--- config.mk ---
export PLATFORM = sky130hd
export DESIGN_NAME = secsys_zone_ctrl
export DESIGN_NICKNAME = d
export VERILOG_FILES = /design/src/rtl/secsys_zone_ctrl.sv
export SDC_FILE = /design/constraint.sdc
export NUM_CORES = 1
export LEC_CHECK = 0
export BUFFER_PORTS_ARGS = -buffer_cell sky130_fd_sc_hd__buf_4
export CAP_MARGIN = 15
export CORE_MARGIN = 5
export CORE_UTILIZATION = 50
export DETAILED_ROUTE_END_ITERATION = 7
export PLACE_DENSITY = 0.72
export SKIP_LAST_GASP = 1
export SLEW_MARGIN = 15
export SYNTH_ARGS = -nofsm -noshare
export SYNTH_HDL_FRONTEND = slang
export SYNTH_SLANG_ARGS = --single-unit
--- constraint.sdc ---
create_clock -name clk -period 2.7 [get_ports clk]
set_clock_uncertainty 0.15 [all_clocks]
set_input_delay 0.81 -clock clk [delete_from_list [all_inputs] [get_ports clk]]
set_output_delay 0.81 -clock clk [all_outputs]
set_load 0.02 [all_outputs]
--- src/rtl/secsys_zone_ctrl.sv ---
`default_nettype none
// ============================================================================
// Module   : secsys_zone_ctrl
// Purpose  : Multi-zone alarm controller with exit/entry delays, siren timeout,
//            qualified WiFi commands. Optional SECSYS_ZONE_LATCH_EN trip capture.
// Revision : 1.0 - initial release
// ============================================================================
module secsys_zone_ctrl #(
    parameter int N_ZONES   = 4,
    parameter int EXIT_DLY  = 50000000,
    parameter int ENTRY_DLY = 50000000,
    parameter int SIREN_TO  = 500000000,
    parameter int CNT_W     = 32
) (
    input  logic               clk,
    input  logic               reset,
    input  logic               arm,
    input  logic [N_ZONES-1:0] zone_in,
    input  logic [N_ZONES-1:0] zone_en,
    input  logic [N_ZONES-1:0] zone_hub,
    input  logic [3:0]         in_wifi,
    input  logic               in_wifi_valid,
    output logic               out_wifi,
    output logic               siren,
    output logic               lock,
    output logic               inactive_n,
    output logic               active_n,
    output logic               alarm_n,
    output logic               emergency_n,
    output logic [2:0]         message,
    output logic [N_ZONES-1:0] trig_zone
);

    typedef enum logic [2:0] {
        S_DISARMED  = 3'b000,
        S_EXIT      = 3'b001,
        S_ARMED     = 3'b010,
        S_ENTRY     = 3'b011,
        S_ALARM     = 3'b100,
        S_EMERGENCY = 3'b101
    } state_t;

    localparam logic [CNT_W-1:0] EXIT_LD  = CNT_W'(EXIT_DLY - 1);
    localparam logic [CNT_W-1:0] ENTRY_LD = CNT_W'(ENTRY_DLY - 1);
    localparam logic [CNT_W-1:0] SIREN_LD = CNT_W'(SIREN_TO - 1);
    localparam logic [CNT_W-1:0] CNT_ONE  = CNT_W'(1);

    state_t             state, state_nx;
    logic [CNT_W-1:0]   cnt, cnt_nx;
    logic               silenced, silenced_nx;
    logic [N_ZONES-1:0] zone_s1, zone_s2;
    logic               trip_hub, trip_per;
    logic               cmd_disarm, cmd_rearm, cmd_escalate, cmd_silence;
    logic               out_wifi_d, siren_d, lock_d;
    logic               inactive_n_d, active_n_d, alarm_n_d, emergency_n_d;

    always_ff @(posedge clk or negedge reset) begin
        if (!reset) begin
            zone_s1 <= '0;
            zone_s2 <= '0;
        end else begin
            zone_s1 <= zone_in;
            zone_s2 <= zone_s1;
        end
    end

    assign trip_hub = |(zone_s2 & zone_en & zone_hub);
    assign trip_per = |(zone_s2 & zone_en & ~zone_hub);

    assign cmd_disarm   = in_wifi_valid && (in_wifi == 4'b1010);
    assign cmd_rearm    = in_wifi_valid && (in_wifi == 4'b1011);
    assign cmd_escalate = in_wifi_valid && (in_wifi == 4'b1100);
    assign cmd_silence  = in_wifi_valid && (in_wifi == 4'b1101);

    always_ff @(posedge clk or negedge reset) begin
        if (!reset) begin
            state    <= S_DISARMED;
            cnt      <= '0;
            silenced <= 1'b0;
        end else begin
            state    <= state_nx;
            cnt      <= cnt_nx;
            silenced <= silenced_nx;
        end
    end

    // Commands are tested first in every branch so they outrank zone trips,
    // and zone trips outrank counter expiry.
    always_comb begin
        state_nx    = state;
        cnt_nx      = cnt;
        silenced_nx = silenced;
        case (state)
            S_DISARMED: begin
                if (arm) begin
                    state_nx = S_EXIT;
                    cnt_nx   = EXIT_LD;
                end
            end
            S_EXIT: begin
                if (cmd_disarm) begin
                    state_nx = S_DISARMED;
                    cnt_nx   = '0;
                end else if (cnt == '0) begin
                    state_nx = S_ARMED;
                end else begin
                    cnt_nx = cnt - CNT_ONE;
                end
            end
            S_ARMED: begin
                if (cmd_disarm) begin
                    state_nx = S_DISARMED;
                end else if (trip_hub) begin
                    state_nx = S_EMERGENCY;
                end else if (trip_per) begin
                    state_nx = S_ENTRY;
                    cnt_nx   = ENTRY_LD;
                end
            end
            S_ENTRY: begin
                if (cmd_disarm) begin
                    state_nx = S_DISARMED;
                    cnt_nx   = '0;
                end else if (trip_hub) begin
                    state_nx = S_EMERGENCY;
                    cnt_nx   = '0;
                end else if (cnt == '0) begin
                    state_nx    = S_ALARM;
                    cnt_nx      = SIREN_LD;
                    silenced_nx = 1'b0;
                end else begin
                    cnt_nx = cnt - CNT_ONE;
                end
            end
            S_ALARM: begin
                if (cmd_disarm) begin
                    state_nx = S_DISARMED;
                    cnt_nx   = '0;
                end else if (cmd_rearm) begin
                    state_nx = S_ARMED;
                    cnt_nx   = '0;
                end else if (cmd_escalate || trip_hub) begin
                    state_nx = S_EMERGENCY;
                    cnt_nx   = '0;
                end else begin
                    if (cmd_silence || (cnt == '0))
                        silenced_nx = 1'b1;
                    if (cnt != '0)
                        cnt_nx = cnt - CNT_ONE;
                end
            end
            S_EMERGENCY: begin
                if (cmd_disarm) begin
                    state_nx = S_DISARMED;
                end else if (cmd_rearm) begin
                    state_nx = S_ARMED;
                end
            end
            default: begin
                state_nx = S_DISARMED;
                cnt_nx   = '0;
            end
        endcase
    end

    always_comb begin
        out_wifi_d    = 1'b0;
        siren_d       = 1'b0;
        lock_d        = 1'b0;
        inactive_n_d  = 1'b1;
        active_n_d    = 1'b1;
        alarm_n_d     = 1'b1;
        emergency_n_d = 1'b1;
        case (state)
            S_DISARMED: inactive_n_d = 1'b0;
            S_EXIT, S_ARMED: active_n_d = 1'b0;
            S_ENTRY: begin
                active_n_d = 1'b0;
                out_wifi_d = 1'b1;
            end
            S_ALARM: begin
                alarm_n_d  = 1'b0;
                out_wifi_d = 1'b1;
                siren_d    = ~silenced;
            end
            S_EMERGENCY: begin
                emergency_n_d = 1'b0;
                out_wifi_d    = 1'b1;
                siren_d       = 1'b1;
                lock_d        = 1'b1;
            end
            default: inactive_n_d = 1'b0;
        endcase
    end

    always_ff @(posedge clk or negedge reset) begin
        if (!reset) begin
            out_wifi    <= 1'b0;
            siren       <= 1'b0;
            lock        <= 1'b0;
            inactive_n  <= 1'b1;
            active_n    <= 1'b1;
            alarm_n     <= 1'b1;
            emergency_n <= 1'b1;
            message     <= 3'b000;
        end else begin
            out_wifi    <= out_wifi_d;
            siren       <= siren_d;
            lock        <= lock_d;
            inactive_n  <= inactive_n_d;
            active_n    <= active_n_d;
            alarm_n     <= alarm_n_d;
            emergency_n <= emergency_n_d;
            message     <= state;
        end
    end

`ifdef SECSYS_ZONE_LATCH_EN
    logic [N_ZONES-1:0] trig_q;

    // Clearing on entry to DISARMED/EXIT wins over a capture in the same cycle.
    always_ff @(posedge clk or negedge reset) begin
        if (!reset) begin
            trig_q <= '0;
        end else if ((state_nx != state) &&
                     ((state_nx == S_DISARMED) || (state_nx == S_EXIT))) begin
            trig_q <= '0;
        end else if ((state == S_ENTRY) || (state == S_ALARM) ||
                     (state == S_EMERGENCY) ||
                     ((state == S_ARMED) && (state_nx != S_ARMED))) begin
            trig_q <= trig_q | (zone_s2 & zone_en);
        end
    end

    assign trig_zone = trig_q;
`else
    assign trig_zone = '0;
`endif

endmodule
`default_nettype wire

==> impl.org, run 1 <==
** Outcome
- The run finished, with violations left.
- The final reports fail on negative setup slack.

** Critical path
- The largest single stage delay on the critical path is 540 ps.
- Path type of the worst setup path :: flip-flop to flip-flop
- Tracing the worst setup path back leads to its startpoint at cnt[27].
- CP Capture Type :: flip-flop
- Startpoint of the worst register-to-register path :: cnt[27]
- The worst register-to-register path has a depth of 6.
- Number of gates on the worst path with buffers counted :: 6
- Crit path max-delay family :: simple AND/OR/NAND/NOR gates
- Data on the critical path arrives at its endpoint at 2970 ps.
- The worst setup path is launched from a flip-flop.
- The most numerous cell type found on the critical path is sky130_fd_sc_hd__or4_4.
- R2r setup slk :: -160 ps
- CP endpoint :: cnt[6]
- Sequence of cells on the critical path :: or4_4 -> or4_4 -> or3_4 -> o41a_1 -> o21ai_1 -> a22o_1
- For this design, the slowest cell found on the critical path is sky130_fd_sc_hd__or4_4.
- Of all nets on the critical path, the largest fanout is 7.
- Bufs and invs on worst path :: 0
- The worst register-to-register path ends at cnt[6].
- At the worst endpoint, the required time is 2810 ps.

** Min path
- The worst hold path was traced through 0 stages.
- In this run the worst hold path is classified as flip-flop to flip-flop.

** Detailed routing
- Number of DRC violations after detailed-routing iteration 0 :: 276
- For this run, design rule violations remaining after detail routing come to 0.
- DRT Wirelength :: 9.83 mm
- Routed wire per std cell :: 19.0 um
- The first detailed-routing pass took 5 iterations.
- Dividing the detail-routed via count by the number of cells gives 6.35.
- Routed Antenna Nets :: 0
- For this block, the via count after detailed routing is 3,277.

** Clock network
- The H-tree generated during clock tree synthesis spans 2 levels.
- Hold buffers post-CTS :: 0
- Latest clock arrival within the worst-skew pair :: 320 ps
- After clock tree synthesis, the clock-pin slew on the worst setup and hold paths is 110 ps.
- TritonCTS built the clock tree.
- Counting along the longest clock path gives a buffer depth of 2.
- Number of buffers created by CTS :: 5
- Root cell of the clock tree :: sky130_fd_sc_hd__clkbuf_8
- Clock sink count :: 54

** Synthesis
- Area fraction in compound gates after synthesis :: 26.9%
- The netlist uses 58 different library cells.
- Combinational family with the most area after synthesis :: compound AO/OA/AOI/OAI gates
- After synthesis, the mean cell area works out to 9.36 um^2.
- After technology mapping, the gate count stands at 337.
- Multiplexer cells account for 1.75% of the synthesized area.
- Adder-cell share of the synthesized area :: 0.794%
- Number of synthesized register bits :: 54
- For this run, the leading register cell type out of synthesis is sky130_fd_sc_hd__dfrtp_1.
- Number of synthesized flops with an enable pin :: 0
- For this run, the register share of the synthesized area comes to 43.0%.
- Summing the areas of all and, or, nand and nor instances in the mapped netlist gives 22.1% of the synthesized area.
- Share of the synthesized netlist area taken by xor and xnor gates :: 0%
- The mapped netlist covers 0.00315 mm^2.
- Yosys warnings :: 0
- Post-synthesis async set-or-reset flop share :: 100%

** STA
- Total count of hold-check failures in the final report :: 0
- After layout, the minimum clock period comes to 2860 ps.
- Fin Hold WS :: 208 ps
- Of the available clock period, the critical path in the final layout requires 106%.
- Worst slew margin relative to its limit :: 54.4%
- Setup-failing EPs final :: 31
- In the post-route analysis, the smallest setup slack over all paths is -163 ps.
- Setup repair after global routing could not meet its margin everywhere.
- Timing would allow up to 0.349 GHz.
- The final count of pins violating max slew is 0.
- Actual slew at the worst max-slew pin :: 684 ps

** Power and ir drop
- Max IR drop VDD :: 678 uV
- Pwr/cell area :: 1100 mW/mm^2
- After layout, the design draws a total of 4.81 mW.
- Summed over all cells, the static leakage comes to 2.03 nW.

** Final layout
- Antenna Diode Count :: 0
- The finished layout holds 516 standard cells, fillers aside.
- Proportion of layout cells with a drive suffix above 1 :: 37.8%
- The net count of the finished layout is 460.
- Cell area after layout :: 0.00436 mm^2
- Growth of design area from synthesis to finish :: 38.2%
- FILL cells :: 454

** Global routing
- The number of global-route vias before repair came to 3,180.
- Entering global routing, the biggest net connects 55 pins.
- The initial antenna violation count is 0.
- Total congestion overflow :: 0
- First-pass GRT wire length :: 15.5 mm
- All-Layer GR Usage :: 25.1%

** Die
- Row cnt :: 29
- Floorplan die height :: 89.4 um
- Chip Width :: 89.4 um
- Total I/O pin count :: 34
- Initial Util :: 50.5%
- The core region is 0.00624 mm^2.
- The die covers 0.00799 mm^2.

** Place
- At the end of routability-driven placement, the weighted congestion stood at 1.01.
- Setup Slack @ Placement :: -203 ps
- Final HPWL from detailed placement :: 6.91 mm
- The number of placed instances, taps included, is 500.
- Cell area reported after detailed placement :: 0.00404 mm^2
- During placement, the flow inserted port buffers numbering 29.

** Run
- Across the run, the number of max-cap violations was 0.
==> kinds of logic (layout without fill, tap and decap cells) <==
group | after synthesis | after routing
compound gates | 110 | 110
mux | 5 | 5
other cells | 1 | 4
flops | 54 | 54
fa+ha+maj | 2 | 2
buf+inv | 35 | 133
simple gates | 130 | 131
==> how the worst min path moves through the flow <==
stage               start         end  slack (ps)
5_1_grt        zone_s1[2]  zone_s2[2]         220
3_3_place_gp   zone_s1[1]  zone_s2[1]         180
6_report       zone_s1[2]  zone_s2[2]         210
3_5_place_dp   zone_s1[2]  zone_s2[2]         180
2_1_floorplan  zone_s1[0]  zone_s2[0]         180
4_1_cts        zone_s1[2]  zone_s2[2]         210
==> worst reg2reg max path, delay by kind of cell, from the launching register on <==
| kind | cells | cell delay [ps] |
|---|---|---|
| AOI/OAI and AO/OA | 3 | 850 |
| DFF | 1 | 400 |
| and+or+nand+nor | 3 | 1410 |
==> layout by cell type (no fill, tap or decap), drive strengths merged, types with 4 or more instances in the layout <==
cell	count
a21oi	17
a22o	15
buf	111
clkbuf	6
conb	4
dfrtp	50
dfstp	4
inv	14
mux2	4
nand2	22
nand2b	5
nand3	13
nand4	6
nor2	29
nor3	18
nor4	8
o211a	5
o211ai	18
o21ai	9
o22a	4
o22ai	6
o31ai	6
o41ai	5
or3	6
==> per-layer routing <==
layer	up-vias	share of wire [%]	track usage (%)
met5	-	0	0
met4	0	3.8	11.1
met3	44	7.3	4.24
met2	164	49	41.3
met1	1571	40	32.4
li1	1498	-	-
==> cell usage after synthesis (all sizes together), types with 6 or more instances <==
cell    instances  area share, %
o22ai           6            1.2
nor3           18            2.9
o31ai           6            1.4
nand4           6            1.2
nor2           29            3.5
nand3          13            2.1
o211ai         18            4.3
inv            13            1.5
buf            11            2.4
clkbuf         11            1.3
dfrtp          50             40
a21oi          17            3.1
a22o           15            4.2
nand2          22            2.6
o21ai           9            1.4
nor4            8            1.6
==> power breakdown <==
part | internal, mW | switching (mW) | total, mW
Clock | 0.186 | 0.289 | 0.475
Combinational | 1.49 | 1.61 | 3.09
Sequential | 1.07 | 0.168 | 1.24
Total | 2.74 | 2.06 | 4.81
==> registers in the layout (all words and copies together), names as in the netlist, 3 cells and up <==
name and count:
message 3, zone_s1 4, cnt 32, state 3, zone_s2 4
==> metrics by stage <==
stage	TNS [ps]	utilization (%)
6_report	-2580	69.8
3_5_place_dp	-3760	64.8
5_1_grt	-4520	69.8
3_3_place_gp	-2530	64.8
2_1_floorplan	-1610	-
4_1_cts	-1000	67.4
==> area by class of cell <==
cell class / instances / area [um^2] / share of cell area (%)
well taps: 77 / 96.3 / 2.21
clock inverters: 3 / 23.8 / 0.546
repair buffers: 112 / 950 / 21.8
flip-flops and latches: 54 / 1360 / 31.1
clock buffers: 5 / 68.8 / 1.58
multi-input cells: 252 / 1810 / 41.6
inverters: 13 / 48.8 / 1.12
==> repair_timing <==
action,4_1_cts,5_1_grt
setup endpoints to repair,35,34
gates cloned,1,2
pin swaps,12,23
setup buffers,3,3
gates resized for setup,11,23
(Power assumes the default switching activity.)
==> inputs of run 2 (changes only) <==
--- a/config.mk
+++ b/config.mk
@@ -7,6 +7,7 @@
 export LEC_CHECK = 0
 export BUFFER_PORTS_ARGS = -buffer_cell sky130_fd_sc_hd__buf_4
 export CAP_MARGIN = 15
+export CORE_ASPECT_RATIO = 1.4
 export CORE_MARGIN = 5
 export CORE_UTILIZATION = 50
 export DETAILED_ROUTE_END_ITERATION = 7
==> impl.org, run 2 (same netlist as run 1, synthesis figures left out) <==
** Place
- Final HPWL from detailed placement :: 7.64 mm
- During placement, the flow inserted port buffers numbering 29.
- OpenSTA, run right after detailed placement, puts the worst setup slack at -213 ps.
- RePlAce Congestion :: 0.935
- Number of placed instances with taps included :: 502

** Die
- The floorplan step defined a die boundary enclosing 0.00802 mm^2.
- Core box area :: 0.00617 mm^2
- Once the floorplan was initialized, standard cells occupied 51.1% of the core.
- The floorplan step set the die height to 104 um.
- During I/O placement, the number of pins put on the boundary was 34.
- The die is 77.1 um wide.
- Row cnt :: 34

** Clock network
- In this run the clock root is driven by a sky130_fd_sc_hd__clkbuf_8.
- Latest clock arrival within the worst-skew pair :: 330 ps
- Hold buffers post-CTS :: 0
- Post-CTS clock slew at the launch and capture registers of the worst setup and hold paths :: 110 ps
- Deepest level of the CTS H-tree :: 2
- The tree built by TritonCTS fans out to 54 sinks.
- Clock Tree Buf Depth :: 2
- TritonCTS built the clock tree.
- Buffers inserted during clock tree synthesis total 5.

** Min path
- Classification of the worst-slack hold path :: flip-flop to flip-flop

** Global routing
- Global routing finished with a remaining overflow of 0.
- Met2 GRT Util :: 44.2%
- Entering global routing, the biggest net connects 55 pins.
- The first global-routing pass estimated 16.8 mm of wire.
- Via count of the first global-routing pass :: 3,343
- For this run, global-route usage on met3 was measured as 3.55%.
- Global routing used 25.7% of the available tracks.
- Met1 Resource Use GR :: 30.5%
- After global routing, the most crowded layer is met2.
- The initial antenna violation count was 0.

** Critical path
- In this run the critical register-to-register path is launched from cnt[27].
- The worst register-to-register path has a setup slack of -150 ps.
- The worst setup path is of the flip-flop to flip-flop kind.
- For the worst setup path, the data required time is 2810 ps.
- At the worst endpoint, the arrival time is 2960 ps.
- The worst register-to-register path has a depth of 6.
- The worst setup path is launched from a flip-flop.
- Max Fanout on Critical Path :: 8
- Endpoint of the lowest-slack register-to-register path :: cnt[14]
- CP Capture Type :: flip-flop
- First element of the critical path :: cnt[27]
- Following the worst setup path forward leads to its endpoint at cnt[14].

** Final layout
- The register with the most flip-flops in the layout has 32 of them.
- Final layout net count :: 462
- Antenna Diode Count :: 0
- Proportion of layout cells with a drive suffix above 1 :: 36.7%
- Register with the most flip-flops :: cnt
- Biggest regs :: cnt (32), zone_s1 (4), zone_s2 (4)
- The top cell types in the final layout, fill and taps aside, are 111 x sky130_fd_sc_hd__buf_4, 50 x sky130_fd_sc_hd__dfrtp_1, 25 x sky130_fd_sc_hd__nor2_1.
- The count of cells in the finished layout, fillers not included, comes to 513.
- Cells fill 69.1% of the core in the end.
- The library cell used most frequently in the layout, excluding fill and tap cells, is sky130_fd_sc_hd__buf_4.
- Growth of design area from synthesis to finish :: 35.2%

** STA
- Setup-failing EPs final :: 34
- Actual slew at the worst max-slew pin :: 677 ps
- Once routing completed, OpenROAD measured the worst setup slack at -147 ps.
- Fin Hold WS :: 201 ps
- Setup repair after global routing missed its margin :: true
- Fmax :: 0.351 GHz
- Final Max Tran Viols :: 0
- Minimum period implied by the final worst setup slack :: 2850 ps
- Total count of hold-check failures in the final report :: 0
- Of the available clock period, the critical path in the final layout requires 105%.
- Worst slew margin relative to its limit :: 54.9%

** Detailed routing
- First-pass iteration count of the detailed router :: 5
- Routed wire per std cell :: 19.7 um
- DRT Wirelength :: 10.1 mm
- Once detail routing completed, the nets flagged for antenna violations numbered 0.
- Vias after detailed routing :: 3,215
- DRC violations left :: 0
- After detailed routing, the number of vias per cell comes to 6.27.
- Number of DRC violations after detailed-routing iteration 0 :: 228

** Run
- Max Cap Violations :: 0

** Outcome
- Violations in the final reports :: negative setup slack
- Status :: complete, but fails checks

** Power and ir drop
- Pwr/cell area :: 1100 mW/mm^2
- VDD sags by at most 606 uV.
- Leakage Power :: 2.01 nW
==> run 2: cell types whose count changed in the layout (fill, tap and decap cells not counted), sizes merged <==
| cell | previous run | this run |
|---|---|---|
| buf | 111 | 115 |
| clkbuf | 6 | 5 |
| or3 | 6 | 5 |
| clkinv | 0 | 1 |
| clkinvlp | 2 | 0 |
| inv | 14 | 15 |
==> run 2: repair_timing <==
action	in CTS	in global routing
setup buffers	2	1
resized for setup	5	13
pin swaps	7	3
setup endpoints to repair	34	36
endpoints found under the hold margin	0	0
==> run 2: worst min path at each step <==
stage               start          to  cells after the start
4_1_cts        zone_s1[0]  zone_s2[0]                      0
6_report       zone_s1[0]  zone_s2[0]                      0
2_1_floorplan  zone_s1[0]  zone_s2[0]                      0
5_1_grt        zone_s1[0]  zone_s2[0]                      0
3_3_place_gp   zone_s1[3]  zone_s2[3]                      0
3_5_place_dp   zone_s1[0]  zone_s2[0]                      0
==> run 2: power breakdown <==
group          leakage (nW)  internal [mW]  switching, mW
combinational          1.30           1.40           1.56
clock                0.0491          0.192          0.303
sequential            0.671           1.07          0.165
total                  2.01           2.65           2.03
==> run 2: per-stage QoR <==
stage               setup TNS (ps)  area [um^2]  power (mW)
finish                       -2800         4260        4.69
global route                 -5080         4260        5.00
CTS                          -2120         4180        4.55
detailed placement           -3890         4050        4.01
global placement             -2170         4050        3.98
floorplan                    -1610         3250        2.89
==> run 2: worst max-delay path: stages, from the launching register on <==
cell and delay [ps]:
sky130_fd_sc_hd__dfrtp_1 390, sky130_fd_sc_hd__or4_4 540, sky130_fd_sc_hd__or4_4 430, sky130_fd_sc_hd__or3_4 410, sky130_fd_sc_hd__o41a_1 530, sky130_fd_sc_hd__o31ai_1 160
sky130_fd_sc_hd__a22o_1 190
==> run 2: final cells by class <==
cell class	count	area, um^2
clock buffer	5	68.8
clock inverter	3	26.3
fill	528	1910
inverter	13	48.8
multi-input combinational	251	1790
sequential	54	1360
tap	72	90.1
timing repair buffer	115	887
==> run 2: layer usage <==
metal  vias up  wire [um]
li1       1499          -
met1      1544       3800
met2       141       5400
met3        31        561
met4         0        373
met5         -          0
==> inputs of run 3 (changes only) <==
--- a/config.mk
+++ b/config.mk
@@ -11,7 +11,8 @@
 export CORE_MARGIN = 5
 export CORE_UTILIZATION = 50
 export DETAILED_ROUTE_END_ITERATION = 7
-export PLACE_DENSITY = 0.72
+export GPL_ROUTABILITY_DRIVEN = 0
+export PLACE_DENSITY = 0.76
 export SKIP_LAST_GASP = 1
 export SLEW_MARGIN = 15
 export SYNTH_ARGS = -nofsm -noshare
==> impl.org, run 3 (same netlist as run 1, synthesis figures left out) <==
** Outcome
- Status :: complete, but fails checks
- The checks that failed: negative setup slack.

** Final layout
- Cells with a size suffix above 1 make up 32.7% of the layout.
- Antenna Diode Count :: 0
- Cell area after layout :: 0.00415 mm^2
- In the final layout, the registers with the most flip-flops are cnt (32), zone_s1 (4), zone_s2 (4).
- Most frequent standard cell in the layout excluding fill and tap cells :: sky130_fd_sc_hd__buf_4
- Most frequent cells in the layout :: 96 x sky130_fd_sc_hd__buf_4, 50 x sky130_fd_sc_hd__dfrtp_1, 24 x sky130_fd_sc_hd__nor2_1
- After the last flow step, the layout net total stands at 449.
- Register with the most flip-flops :: cnt
- The register with the most flip-flops in the layout has 32 of them.
- Compared with the post-synthesis result, the final layout area differs by 31.5%.

** Detailed routing
- The first TritonRoute pass finished after 5 iterations.
- DRC violations left :: 0
- After detailed routing, the number of vias per cell comes to 6.52.
- Wires add up to 9.81 mm.
- Routed wire per std cell :: 19.6 um
- Routed Antenna Nets :: 0
- After the first detailed-routing iteration, the DRC count stood at 224.
- Detailed routing inserted a total of 3,262 vias.

** Critical path
- Largest stage delay on the critical path :: 540 ps
- For flop-to-flop paths, the worst setup slack is -130 ps.
- Endpoint of the lowest-slack register-to-register path :: cnt[13]
- The startpoint identified for the worst register-to-register timing path is cnt[27].
- Bufs and invs on worst path :: 2
- Walking the worst path, the cells encountered are or4_4 -> or4_4 -> or3_4 -> o41ai_4 -> buf_4 -> buf_4 -> a31oi_1 -> o2bb2ai_1.
- Crit path max-delay family :: simple AND/OR/NAND/NOR gates
- Path type of the worst setup path :: flip-flop to flip-flop
- The worst setup path is captured at a flip-flop.
- The largest individual stage delay along the critical path comes from the cell sky130_fd_sc_hd__or4_4.
- Max Fanout on Critical Path :: 8
- At the worst endpoint, the required time is 2790 ps.
- Startpoint Class :: flip-flop
- Cell depth of the worst flop-to-flop path :: 8
- Worst endpoint data arrival time :: 2920 ps

** STA
- Final Max Tran Viols :: 0
- Minimum period implied by the final worst setup slack :: 2830 ps
- In the post-route analysis, the smallest setup slack over all paths is -129 ps.
- At the pin with the least slew margin, the transition time is 694 ps.
- Timing would allow up to 0.353 GHz.
- After layout, the worst path uses 105% of the clock period.
- Total count of hold-check failures in the final report :: 0
- Setup violations remaining at the end of the flow were counted as 34.
- Setup repair after global routing could not meet its margin everywhere.
- Headroom to the max-slew limit came out at 53.7%.

** Clock network
- Clock tree from TritonCTS :: built
- Post-CTS clock slew at the launch and capture registers of the worst setup and hold paths :: 110 ps
- Deepest level of the CTS H-tree :: 2
- CTS placed an instance of sky130_fd_sc_hd__clkbuf_8 at the clock tree root.
- The longest clock path from root to sink contains 2 buffers.
- At the later pin of the worst-skew pair, clock insertion delay measures 320 ps.
- In this run, post-CTS hold repair placed 0 buffers.
- Number of buffers created by CTS :: 5
- Clock sink count :: 54

** Run
- The tool flagged a number of max-cap violations equal to 0.

** Place
- Summing all placed instances gives a cell area of 0.00399 mm^2.
- Input and output buffers added on the ports amount to 29.
- Once detailed placement completed, the half-perimeter wirelength came to 7.44 mm.

** Min path
- The min-delay analysis places its worst path in the category flip-flop to flip-flop.
- Hold-critical path depth :: 0
- Sink of the worst hold path :: zone_s2[1]
- HP Start :: zone_s1[1]

** Die
- Floorplan die height :: 104 um
- During I/O placement, the number of pins put on the boundary was 34.
- Initial Util :: 51.1%
- Area of the die :: 0.00802 mm^2
- Core box area :: 0.00617 mm^2
- Chip Width :: 77.1 um
- Row cnt :: 34

** Power and ir drop
- Post-route total power :: 4.64 mW
- Pwr/cell area :: 1120 mW/mm^2
- VDD sags by at most 518 uV.
- Leakage Power :: 1.94 nW

** Global routing
- Total congestion overflow :: 0
- Number of antenna violations at the first check in global routing :: 0
- Via count of the first global-routing pass :: 3,301
- The first global-routing pass estimated 16.2 mm of wire.
- Global routing used 24.6% of the available tracks across all layers.
- Largest net degree at the start of global routing :: 55
==> run 3: per-stage QoR <==
step                setup slack, ps  cells  utilization (%)  setup TNS [ps]  hold slack (ps)
CTS                            -106    499             67.0           -2070              209
finish                         -129    500             67.2           -2810              206
global placement               -137    490             64.6           -2250              182
global route                   -175    500             67.2           -4760              216
floorplan                      -128    340                -           -1610              181
detailed placement             -186    490             64.6           -3860              186
==> run 3: where the power goes <==
group / switching, mW / total, mW / internal (mW)
clock network: 0.279 / 0.556 / 0.277
logic: 1.48 / 2.81 / 1.33
registers: 0.201 / 1.27 / 1.07
==> run 3: repair_timing <==
| action | CTS | global route |
|---|---|---|
| setup buffers | 2 | 1 |
| setup endpoints to repair | 34 | 35 |
| pin swaps | 5 | 5 |
| resized for setup | 7 | 2 |
==> run 3: worst max path at each step <==
stage | slack, ps | depth (start not counted) | endpoint | startpoint
6_report | -130 | 8 | cnt[13] | cnt[27]
5_1_grt | -170 | 7 | cnt[17] | cnt[27]
4_1_cts | -110 | 7 | cnt[17] | cnt[27]
3_5_place_dp | -190 | 10 | cnt[21] | zone_hub[0]
3_3_place_gp | -140 | 10 | cnt[21] | zone_hub[0]
2_1_floorplan | -130 | 8 | cnt[30] | cnt[25]
==> run 3: metal layers <==
layer / global-route usage [%] / up-vias / routed length (um)
met1: 28.3 / 1582 / 3560
met2: 45.3 / 164 / 5310
met5: 0 / - / 0
met4: 10.3 / 0 / 377
li1: - / 1475 / -
met3: 2.77 / 41 / 559
==> run 3: final cells by class <==
type | instances | area (um^2)
tap | 72 | 90.1
fill | 477 | 2020
sequential | 54 | 1360
timing repair buffer | 102 | 815
inverter | 13 | 48.8
multi-input combinational | 251 | 1730
clock buffer | 6 | 72.6
clock inverter | 2 | 37.5
